<file path="src/rtl/secded_enc_tx.sv">
// SECDED (8,4) transmit encoder: builds the Hamming+global-parity codeword, optionally
// flips bits from an injection mask, then serialises it LSB first under valid/ready.
module secded_enc_tx #(
    parameter int BIT_CYCLES = 1,
    parameter bit INJECT_EN  = 1'b1
) (
    input  logic       clk,
    input  logic       rst,
    input  logic       in_valid,
    output logic       in_ready,
    input  logic [3:0] data_in,
    input  logic [7:0] err_mask,
    output logic [7:0] code_word,
    output logic [3:0] inj_count,
    output logic       tx_bit,
    output logic       tx_active,
    output logic       tx_done
);
    localparam int CW = (BIT_CYCLES > 1) ? $clog2(BIT_CYCLES) : 1;
    localparam logic [CW-1:0] CNT_LAST = CW'(BIT_CYCLES - 1);

    typedef enum logic [1:0] {IDLE, SEND, DONE} state_t;

    state_t        state;
    logic [2:0]    idx;
    logic [CW-1:0] cnt;
    logic [7:0]    mask_eff;
    logic [7:0]    next_word;
    logic          accept;

    // Layout g0 w3 w2 w1 p2 w0 p1 p0 matches the receive-side corrector.
    function automatic logic [7:0] encode(input logic [3:0] w);
        logic [6:0] h;
        h = {w[3], w[2], w[1], w[1] ^ w[2] ^ w[3], w[0],
             w[0] ^ w[2] ^ w[3], w[0] ^ w[1] ^ w[3]};
        return {^h, h};
    endfunction

    function automatic logic [3:0] popcount(input logic [7:0] m);
        logic [3:0] n;
        n = '0;
        for (int i = 0; i < 8; i++) n = n + {3'b000, m[i]};
        return n;
    endfunction

    always_comb begin
        mask_eff  = INJECT_EN ? err_mask : 8'h00;
        next_word = encode(data_in) ^ mask_eff;
        accept    = in_valid && in_ready;
    end

    always_ff @(posedge clk) begin
        if (rst) begin
            state     <= IDLE;
            idx       <= '0;
            cnt       <= '0;
            code_word <= 8'h00;
            inj_count <= 4'd0;
            tx_bit    <= 1'b0;
            tx_active <= 1'b0;
            tx_done   <= 1'b0;
            in_ready  <= 1'b1;
        end else begin
            case (state)
                IDLE: begin
                    if (accept) begin
                        state     <= SEND;
                        code_word <= next_word;
                        inj_count <= popcount(mask_eff);
                        idx       <= '0;
                        cnt       <= '0;
                        tx_bit    <= next_word[0];
                        tx_active <= 1'b1;
                        in_ready  <= 1'b0;
                    end
                end
                SEND: begin
                    if (cnt == CNT_LAST) begin
                        cnt <= '0;
                        if (idx == 3'd7) begin
                            state     <= DONE;
                            tx_bit    <= 1'b0;
                            tx_active <= 1'b0;
                            tx_done   <= 1'b1;
                        end else begin
                            idx    <= idx + 3'd1;
                            tx_bit <= code_word[idx + 3'd1];
                        end
                    end else begin
                        cnt <= cnt + CW'(1);
                    end
                end
                DONE: begin
                    // Ready rises as we leave, so a held in_valid is taken in the first IDLE cycle.
                    state    <= IDLE;
                    tx_done  <= 1'b0;
                    in_ready <= 1'b1;
                end
                default: begin
                    state     <= IDLE;
                    tx_bit    <= 1'b0;
                    tx_active <= 1'b0;
                    tx_done   <= 1'b0;
                    in_ready  <= 1'b1;
                end
            endcase
        end
    end
endmodule

</file>
<file path="config.mk">
export PLATFORM = sky130hd
export DESIGN_NAME = secded_enc_tx
export DESIGN_NICKNAME = d
export VERILOG_FILES = /design/src/rtl/secded_enc_tx.sv
export SDC_FILE = /design/constraint.sdc
export NUM_CORES = 1
export LEC_CHECK = 0
export ABC_CLOCK_PERIOD_IN_PS = 3200
export CORE_ASPECT_RATIO = 0.9
export CORE_MARGIN = 5
export CORE_UTILIZATION = 40
export CTS_BUF_LIST = sky130_fd_sc_hd__clkbuf_8
export DETAILED_ROUTE_END_ITERATION = 8
export PLACE_DENSITY = 0.71
export SLEW_MARGIN = 20
export SYNTH_ARGS = -nofsm -noshare
export SYNTH_HDL_FRONTEND = slang
export SYNTH_SLANG_ARGS = --single-unit
</file>
<file path="constraint.sdc">
create_clock -name clk -period 3.2 [get_ports clk]
set_clock_uncertainty 0.15 [all_clocks]
set_input_delay 0.48 -clock clk [delete_from_list [all_inputs] [get_ports clk]]
set_output_delay 0.48 -clock clk [all_outputs]
set_load 0.02 [all_outputs]
</file>
==> flow_summary_export.csv, run 1 <==
group,metric,value,unit
logic_synthesis,syn_area_per_cell,9.32,um^2
critical_path,worstPathMaxFanout,2,
logic_synthesis,share_of_synthesized_area_occupied_by_flip_flops_and_latches,37.0,%
clock_network,clock_tree.buffer_depth,2,
clock_network,ctsHtreeMaxLevel,1,
layout,post_route_cells_drive_above_1_share,14.6,%
power_and_ir_drop,vdd_ir_drop_max,0.000200,V
floorplanning,die_outline_area,0.00401,mm^2
power_and_ir_drop,pwr_density_cell,464,mW/mm^2
logic_synthesis,synth_cell_type_count,27,
clock_network,cts-buffers-inserted,3,
routing,vias,953,
layout,area_delta_synth_final,38.0,%
clock_network,tritoncts,"done",
logic_synthesis,synth_seq_cells,21,
logic_synthesis,synth_top_area_cell,"dfxtp_1",
routing,drtPass1Iterations,4,
critical_path,critical_path_data_arrival_time,3.16,ns
timing,timing.slew.headroom,49.1,%
floorplanning,initial_core_util,41.4,%
job,maxCapViolCount,0,
place,dp_hpwl,1920,um
timing,final-max-slew-violation-count,0,
floorplanning,dieHeight,60.6,um
timing,timing.final.crit_period,3.12,ns
logic_synthesis,synth_top_cell_area_share,37.0,%
logic_synthesis,netlist_area,0.00114,mm^2
routing,ant_nets,0,
logic_synthesis,postSynthCellCount,122,
logic_synthesis,top_post_synthesis_cells_by_area,"dfxtp_1, xnor2_1, fa_1",
timing,achievable-frequency,320,MHz
logic_synthesis,synth_enable_flop_cells,0,
critical_path,setup.worst_path.end_class,"flip-flop",
layout,final-instance-count-excl-fill,198,
place,postPlaceCellArea,0.00150,mm^2
timing,finalCritPeriodShare,97.6,%
place,placedCellCount,192,
global_routing,grt_pass1_vias,974,
logic_synthesis,postSynthNetCount,146,
global_routing,largest_net_degree_at_the_start_of_global_routing,23,
critical_path,cell_by_cell_listing_of_the_critical_path,"buf_6 > fa_1 > inv_2 > fa_1 > fa_1 > inv_1 > ha_2 > inv_2 > fa_2 > xnor2_2 > nand2_1 > a21oi_2",
critical_path,critical_path.max_stage_delay,0.54,ns
timing,rsz0062_at_grt,"true",
worst_hold_path,hold_path_class,"reg2reg",
floorplanning,die_x,66.2,um
floorplanning,floorplan.rows,18,
layout,diodes,0,
power_and_ir_drop,leakagePower,0.635,nW
layout,final_design_area_no_fill,0.00157,mm^2
global_routing,groute.usage.overall,13.4,%
timing,finalHoldViolations,0,
floorplanning,pin_count,31,
critical_path,rrSetupSlack,1.21,ns
timing,actual_transition_at_the_worst_max_transition_pin,0.761,ns
layout,filler_cell_count,279,
logic_synthesis,synth-main-ff-cell,"dfxtp_1",
outcome,outcome,"completed",
clock_network,clock_latency,0.26,ns
routing,vias_per_cell,4.81,
clock_network,cts_hold_buf,0,
global_routing,grt_pass1_wl,4200,um
critical_path,worst_setup_path_start_kind,"primary input",
layout,nets,183,
global_routing,grt_antenna_before_repair,0,
timing,setup-violations-final,0,
critical_path,timing.critical_path.slowest_stage_cell,"fa_1",
clock_network,clock_sink_count,21,
routing,routed_wl,2440,um
place,place.port_buffers,30,
place,gp_routability_congestion,0.784,
floorplanning,placeableCoreArea,0.00275,mm^2
layout,mostFrequentLayoutCells,"clkdlybuf4s50_1, dfxtp_1, nor2_1",
clock_network,cts_root_buffer,"clkbuf_8",
critical_path,worstSetupPathType,"in2reg",
critical_path,crit_required,3.23,ns
clock_network,clk_pin_slew_worst_paths,0.07,ns
critical_path,critical-path-top-cell-by-count,"fa_1",
layout,final_common_cell,"clkdlybuf4s50_1",
logic_synthesis,synth_warnings,0,
routing,detail_route.drc_violations,0,
routing,wl_per_cell,12.3,um
logic_synthesis,synthArstFlopShare,0,%
routing,drt-initial-drc-count,97,
global_routing,grt_remaining_overflow,0,
==> stage by stage <==
stage          hold WS (ns)  total power [mW]  setup TNS, ns  setup slack (ns)  util [%]
3_3_place_gp          0.295             0.544         -0.868            -0.410      54.6
4_1_cts               0.303             0.720              0            0.0302      56.2
3_5_place_dp          0.292             0.552          -1.07            -0.487      54.6
2_1_floorplan         0.320             0.457              0             0.133         -
5_1_grt               0.352             0.775        -0.0241           -0.0241      57.1
6_report              0.307             0.728              0            0.0762      57.1
==> worst max-delay path: cells and delay by family <==
kind            cells  cell delay (ns)
xor+xnor            1             0.15
buf+inv             4             0.25
compound gates      1             0.13
fa+ha+maj           5             2.07
simple gates        1             0.08
==> cells in the mapped netlist (2+ instances only) <==
cell	instances
dfxtp_1	21
nor2_1	18
xnor2_1	14
inv_1	10
nand2_1	10
a211oi_1	8
a21oi_1	6
ha_1	5
fa_1	4
o21ai_0	3
a22oi_1	2
buf_2	2
clkbuf_1	2
mux4_1	2
nand3_1	2
nor3_1	2
==> layout make-up <==
type | instances | area, um^2 | area share (%)
tap | 40 | 50.0 | 3.19
timing repair buffer | 37 | 344 | 21.9
sequential | 21 | 420 | 26.8
inverter | 10 | 37.5 | 2.39
clock buffer | 3 | 41.3 | 2.63
clock inverter | 1 | 5.00 | 0.319
multi-input combinational | 86 | 671 | 42.7
==> repair_timing <==
item                       in CTS  in global routing
cloned                          0                  0
setup buffers                   0                  2
pin swaps                       0                  6
resized for setup               4                 13
setup endpoints to repair       2                  2
==> report_power, final <==
part           switching, mW  leakage, nW  internal, mW
clock network         0.0812       0.0255        0.0866
registers             0.0187        0.172         0.286
logic                  0.124        0.437         0.131
total                  0.224        0.635         0.504
==> worst paths after layout <==
path / startpoint / to / depth (start not counted)
max: err_mask[1] / inj_count[2]$_SDFFE_PP0P_ / 12
min: inj_count[3]$_SDFFE_PP0P_ / inj_count[3]$_SDFFE_PP0P_ / 2
max reg2reg: idx[0]$_SDFFE_PP0P_ / tx_bit$_SDFFE_PP0P_ / 5
min reg2reg: inj_count[3]$_SDFFE_PP0P_ / inj_count[3]$_SDFFE_PP0P_ / 2
==> logic make-up (layout without fill, tap and decap cells) <==
group | after synthesis | count (layout) | share of synthesized area, %
AOI/OAI and AO/OA | 22 | 22 | 12.7
xor gates and xnor gates | 15 | 15 | 11.6
adders and majority gates | 9 | 9 | 12.5
buffers and inverters | 15 | 51 | 5.50
DFF | 21 | 21 | 37.0
muxes | 4 | 4 | 6.49
and+or+nand+nor | 36 | 36 | 14.3
==> flip-flops by register name, indices dropped and copies added, names as in the netlist <==
name       cells
inj_count      4
state          2
idx            3
tx_done        1
tx_active      1
in_ready       1
tx_bit         1
code_word      8
==> layer usage <==
layer,vias up,routed length [um],GRT usage [%],share of wire [%]
met5,-,0,0,0
met4,0,21,4.93,0.86
met3,4,124,3.33,5.1
met2,27,1240,23.9,51
met1,438,1050,15.7,43
li1,484,-,-,-
(Power assumes the default switching activity.)
==> run 2: changes to the inputs <==
--- a/config.mk
+++ b/config.mk
@@ -7,11 +7,10 @@
 export LEC_CHECK = 0
 export ABC_CLOCK_PERIOD_IN_PS = 3200
 export CORE_ASPECT_RATIO = 0.9
-export CORE_MARGIN = 5
-export CORE_UTILIZATION = 40
+export CORE_UTILIZATION = 44
 export CTS_BUF_LIST = sky130_fd_sc_hd__clkbuf_8
 export DETAILED_ROUTE_END_ITERATION = 8
-export PLACE_DENSITY = 0.71
+export PLACE_DENSITY = 0.77
 export SLEW_MARGIN = 20
 export SYNTH_ARGS = -nofsm -noshare
 export SYNTH_HDL_FRONTEND = slang
==> run 2 against run 1 <==
Against the previous run:
- the run now ends with negative setup slack left
- utilization up 6.6 points
- via count rose by 1.7%
- hold slack gained 0.0072 ns
- clock power increased by 7%
- register-to-register slack worse by 0.02 ns
- sequential share of layout area is 0.19 points higher
- design area shrank 0.72%
- worst setup slack lost 0.084 ns
- critical path type unchanged
- largest power group unchanged
==> flow_summary_export.csv, run 2 (synthesized netlist as in run 1, its figures left out) <==
group,metric,value,unit
outcome,outcome,"finished with violations",
outcome,violations,"negative setup slack",
timing,timing.slew.headroom,47.0,%
critical_path,rrSetupSlack,1.19,ns
routing,drt-initial-drc-count,29,
place,place.port_buffers,30,
layout,max_flop_register,"code_word",
layout,filler_cell_count,207,
global_routing,largest_net_degree_at_the_start_of_global_routing,23,
critical_path,critical_path.max_stage_delay,0.54,ns
clock_network,clock_tree.buffer_depth,2,
power_and_ir_drop,vdd_ir_drop_max,0.000339,V
routing,wl_per_cell,13.3,um
timing,timing.final.crit_period,3.21,ns
critical_path,cp_launch_point,"err_mask[3]",
critical_path,critical_path.n_buffers_inverters,4,
clock_network,cts_hold_buf,0,
timing,actual_transition_at_the_worst_max_transition_pin,0.793,ns
worst_hold_path,hold_path_class,"reg2reg",
critical_path,critical_path_data_arrival_time,3.25,ns
layout,nets,182,
floorplanning,placeableCoreArea,0.00245,mm^2
global_routing,grt_remaining_overflow,0,
timing,rsz0062_at_grt,"true",
clock_network,cts_root_buffer,"clkbuf_8",
power_and_ir_drop,finalPower,0.748,mW
critical_path,cpLargestDelayFamily,"adder cells",
timing,final.setup.worst_slack,-0.00828,ns
routing,vias_per_cell,5.24,
critical_path,timing.critical_path.slowest_stage_cell,"fa_1",
layout,final_core_util,63.7,%
layout,layout_top_registers,"code_word: 8 flops, inj_count: 4 flops, idx: 3 flops",
floorplanning,die_x,55.6,um
clock_network,cts-buffers-inserted,3,
job,maxCapViolCount,0,
floorplanning,die_outline_area,0.00279,mm^2
layout,mostFrequentLayoutCells,"clkdlybuf4s50_1, dfxtp_1, nor2_1",
clock_network,clock_sink_count,21,
floorplanning,pin_count,31,
timing,finalHoldViolations,0,
critical_path,crit_required,3.24,ns
floorplanning,initial_core_util,46.5,%
layout,final_common_cell,"clkdlybuf4s50_1",
critical_path,worst_setup_path_start_kind,"primary input",
clock_network,tritoncts,"done",
power_and_ir_drop,pwr_density_cell,480,mW/mm^2
clock_network,clock_latency,0.27,ns
global_routing,grt_pass1_wl,3940,um
critical_path,cp-endpoint,"inj_count[2]$_SDFFE_PP0P_",
layout,area_delta_synth_final,37.0,%
timing,finalCritPeriodShare,100,%
floorplanning,floorplan.rows,17,
routing,ant_nets,0,
clock_network,clk_pin_slew_worst_paths,0.08,ns
critical_path,worstSetupPathDepth,12,
global_routing,groute.usage.overall,17.9,%
routing,vias,969,
place,gp_routability_congestion,0.761,
routing,detail_route.drc_violations,0,
global_routing,grt_antenna_before_repair,0,
critical_path,setup.worst_path.end_class,"flip-flop",
timing,final-max-slew-violation-count,0,
critical_path,cell_by_cell_listing_of_the_critical_path,"buf_8 > fa_1 > inv_2 > fa_1 > fa_1 > inv_1 > ha_2 > inv_2 > fa_2 > xnor2_2 > nand2_1 > a21oi_2",
power_and_ir_drop,leakagePower,0.628,nW
layout,diodes,0,
timing,setup-violations-final,1,
routing,drtPass1Iterations,4,
critical_path,rr_startpoint,"idx[0]$_SDFFE_PP0P_",
layout,post_route_cells_drive_above_1_share,14.6,%
critical_path,critical-path-top-cell-by-count,"fa_1",
critical_path,crit-reg2reg-capture,"tx_bit$_SDFFE_PP0P_",
critical_path,timing.reg2reg.worst_path_depth,5,
floorplanning,dieHeight,50.2,um
layout,largest_register_ffs,8,
clock_network,ctsHtreeMaxLevel,1,
timing,achievable-frequency,312,MHz
timing,final.setup.tns,-0.00828,ns
global_routing,grt_pass1_vias,941,
critical_path,worstSetupPathType,"in2reg",
place,dp_hpwl,1870,um
critical_path,worstPathMaxFanout,2,
routing,routed_wl,2470,um
[run 2: repair_timing]
action / CTS / global route
buffers inserted: 0 / 1
gates resized for setup: 6 / 15
pin swaps: 1 / 6
setup endpoints to repair: 2 / 2
cloned: 0 / 0
[run 2: layout make-up]
class | instances | area [um^2] | share of cell area [%]
flip-flops and latches | 21 | 420 | 27.0
clock inverters | 1 | 7.51 | 0.482
clock buffers | 3 | 41.3 | 2.65
inverters | 10 | 37.5 | 2.41
multi-input cells | 86 | 676 | 43.4
well taps | 28 | 35.0 | 2.25
repair buffers | 36 | 340 | 21.8
[run 2: worst min path at each step]
| stage | from | endpoint | cells after the start |
|---|---|---|---|
| floorplan | idx[1]$_SDFFE_PP0P_ | idx[1]$_SDFFE_PP0P_ | 2 |
| global placement | inj_count[3]$_SDFFE_PP0P_ | inj_count[3]$_SDFFE_PP0P_ | 2 |
| detailed placement | inj_count[3]$_SDFFE_PP0P_ | inj_count[3]$_SDFFE_PP0P_ | 2 |
| CTS | inj_count[3]$_SDFFE_PP0P_ | inj_count[3]$_SDFFE_PP0P_ | 2 |
| global route | inj_count[3]$_SDFFE_PP0P_ | inj_count[3]$_SDFFE_PP0P_ | 2 |
| finish | inj_count[3]$_SDFFE_PP0P_ | inj_count[3]$_SDFFE_PP0P_ | 2 |
[run 2: metal layers]
metal  global-route usage [%]  vias up  share of wire [%]
li1                         -      484                  -
met1                     19.4      457                 42
met2                     35.3       26                 53
met3                     4.90        2                4.8
met4                     2.50        0               0.45
met5                        0        -                  0
[run 2: where the power goes]
| part | leakage (nW) | total, mW | internal [mW] | switching (mW) |
|---|---|---|---|---|
| Clock | 0.0217 | 0.180 | 0.0881 | 0.0917 |
| Combinational | 0.434 | 0.263 | 0.135 | 0.128 |
| Sequential | 0.172 | 0.305 | 0.286 | 0.0198 |
| Total | 0.628 | 0.748 | 0.508 | 0.239 |
[run 2: tightest hold or removal path, cell delays in order, from the launching register on]
cell     delay, ns
dfxtp_1       0.31
nand2_1       0.05
a21oi_1       0.05
[run 2: through the flow]
stage               setup slack (ns)  std cells  instance area [um^2]  hold slack, ns
floorplan                      0.133        122                  1140           0.320
CTS                           0.0130        184                  1540           0.314
global placement              -0.412        180                  1490           0.295
detailed placement            -0.559        180                  1490           0.304
global route                 -0.0675        185                  1560           0.339
finish                      -0.00828        185                  1560           0.314
==> edit: new RTL, settings of run 1 <==
Change the parameter `INJECT_EN` from 1'b1 to 1'b0.
--- a/src/rtl/secded_enc_tx.sv
+++ b/src/rtl/secded_enc_tx.sv
@@ -2,7 +2,7 @@
 // flips bits from an injection mask, then serialises it LSB first under valid/ready.
 module secded_enc_tx #(
     parameter int BIT_CYCLES = 1,
-    parameter bit INJECT_EN  = 1'b1
+    parameter bit INJECT_EN  = 1'b0
 ) (
     input  logic       clk,
     input  logic       rst,
Formal check against the unedited RTL: not equivalent (a bounded check fails within 4 cycles, from zero or initial values and one cycle with rst high).
==> edit against run 1 <==
- routed wire length fell by 33%
- worst setup slack improved by 1.1 ns
- sequential cell count decreased by 4
- design area decreased by 34%
- synthesized area decreased by 29%
- power fell by 29%
- die area is 25% lower
- critical path type is now reg -> reg
- global-route usage is 2.1 points lower
- utilization decreased by 3.3 points
- critical endpoint is now tx_bit$_SDFFE_PP0P_
- via count decreased by 30%
- worst hold slack better by 0.013 ns
==> edit: results (changes against run 1) <==
Status
- **outcome** completed, unchanged

Clock tree
- **postcts setup bufs** 0, unchanged
- **maximum count of clock buffers along a single path** 2, unchanged
- **total of cells resized after clock tree synthesis** 0, was 4
- **Inserted Clock Buffers** 3, unchanged
- **CTS H-Tree Depth** 1, unchanged
- **Clk pin slew, worst setup/hold paths** 0.06 ns
- **root buffer cell** clkbuf_8, unchanged
- **clock network latency to the later pin of the worst-skew pair** 0.25 ns

Routing
- **via-per-instance ratio** 5.007, was 4.813
- **drt initial violations** 4, was 97
- **Avg WL per Cell** 12.20 um, was 12.30 um
- **drt first pass iters** 4, unchanged

Placement
- **number of port buffers** 18, was 30
- **detailed placer's ending HPWL** 1232 um, was 1915 um
- **weighted congestion at the end of routability-driven global placement** 0.8016, was 0.7836

Critical path
- **Critical Path AT** 1.96 ns, was 3.16 ns
- **largest fanout on the critical path** 6, was 2

Synth
- **sequential area share after synthesis** 0.4204, was 0.3696
- **number of synthesis warnings** 0, unchanged
- **post-synth cell types** 25, was 27
- **cell count after synthesis** 92, was 122
- **share of async-settable or async-resettable flops after synthesis** 0, unchanged
- **largest cells by area after synthesis** dfxtp_1 (42%), nand2_1 (8.8%), a21oi_1 (8.0%), mux2i_1 (3.7%), buf_4 (3.7%), was dfxtp_1 (37%), xnor2_1 (11%), fa_1 (7.0%), nor2_1 (5.9%), ha_1 (5.5%)
- **Synth top cells by count** nand2_1 (19), dfxtp_1 (17), a21oi_1 (13), nor2_1 (7), was dfxtp_1 (21), nor2_1 (18), xnor2_1 (14), inv_1 (10), nand2_1 (10)
- **most common cell in the netlist** nand2_1, was dfxtp_1

Final layout
- **Fillers** 200, was 279
- **# nets final** 127, was 183
- **share of layout cells above drive strength 1** 0.05505, was 0.1456
- **largest registers** code_word (8), idx (3), state (2), was code_word (8), inj_count (4), idx (3)
- **filler-free cell count of the finished design** 134, was 198
- **number of inserted diodes** 0, unchanged

STA
- **worst-margin pin slew** 0.6791 ns, was 0.7613 ns

Global route
- **largest net degree at the start of global routing** 19, was 23
- **vias in the first global route** 640, was 974
- **overall fraction of global-route tracks in use** 0.1125, was 0.1339
- **initial antenna violation count** 0, unchanged
- **first-pass GRT wire length** 2601 um, was 4195 um

Power and ir drop
- **Peak VDD IR** 0.3260 mV, was 0.1997 mV
- **LEAKAGE** 0.3825 nW, was 0.6346 nW

Hold path
- **worst min path class** reg -> reg, unchanged

==> edit: cell types whose count changed in the layout (fill, tap and decap cells not counted), moves of 3 or more <==
cell,change
a211oi_1,-8
inv_1,-7
conb_1,+4
o21ai_0,-3
dfxtp_1,-4
clkdlybuf4s50_1,-9
fa_1,-3
nand2_1,+9
nor2_1,-11
a21oi_1,+8
buf_4,-7
xnor2_1,-10
==> edit: final timing paths <==
| kind | from | endpoint | slack (ns) | cells after the start |
|---|---|---|---|---|
| min | code_word[4]$_SDFFE_PP0P_ | code_word[4]$_SDFFE_PP0P_ | 0.32 | 2 |
| max reg2reg | idx[0]$_SDFFE_PP0P_ | tx_bit$_SDFFE_PP0P_ | 1.21 | 5 |
| min reg2reg | code_word[4]$_SDFFE_PP0P_ | code_word[4]$_SDFFE_PP0P_ | 0.32 | 2 |
| max | idx[0]$_SDFFE_PP0P_ | tx_bit$_SDFFE_PP0P_ | 1.21 | 5 |
==> edit: final cells by class <==
class	instances	area share
well taps	25	0.03038
clock inverters	1	0.003645
flip-flops and latches	17	0.3305
multi-input cells	70	0.4204
repair buffers	18	0.1750
clock buffers	3	0.04010
==> edit: metrics by stage <==
stage	area (um^2)	hold slack, ns	worst slack [ns]
floorplan	820.8	0.3016	1.351
global placement	984.7	0.3055	1.050
detailed placement	984.7	0.3120	1.039
CTS	1030	0.3223	1.184
global route	1030	0.3537	1.116
finish	1030	0.3201	1.208
==> edit: critical path, cell delays in order (launching register included) <==
cell	delay, ns
dfxtp_1	0.36
ha_1	0.22
ha_1	0.39
mux4_2	0.53
nor2_1	0.12
o32ai_2	0.08
==> edit: per-layer routing <==
metal,track usage,wire length [um],vias to the layer above
met2,0.1805,722,23
li1,-,-,340
met4,0.03475,21,0
met3,0.06404,159,3
met5,0,0,-
met1,0.1259,731,305
==> edit: kinds of logic (layout without fill, tap and decap cells) <==
logic type	count (synthesis)	after routing	synth area share
AND/OR/NAND/NOR	39	39	0.2365
flip-flops	17	17	0.4204
AO/OA/AOI/OAI	15	15	0.1097
buffers and inverters	8	22	0.05874
XOR/XNOR	6	6	0.07420
multiplexers	4	4	0.06491
adder cells (fa/ha/maj)	2	2	0.03091
other	1	4	0.004632
==> edit: power breakdown <==
group          internal, mW  switching [mW]
Combinational        0.0531          0.0626
Clock                0.0852          0.0726
Sequential            0.227          0.0128
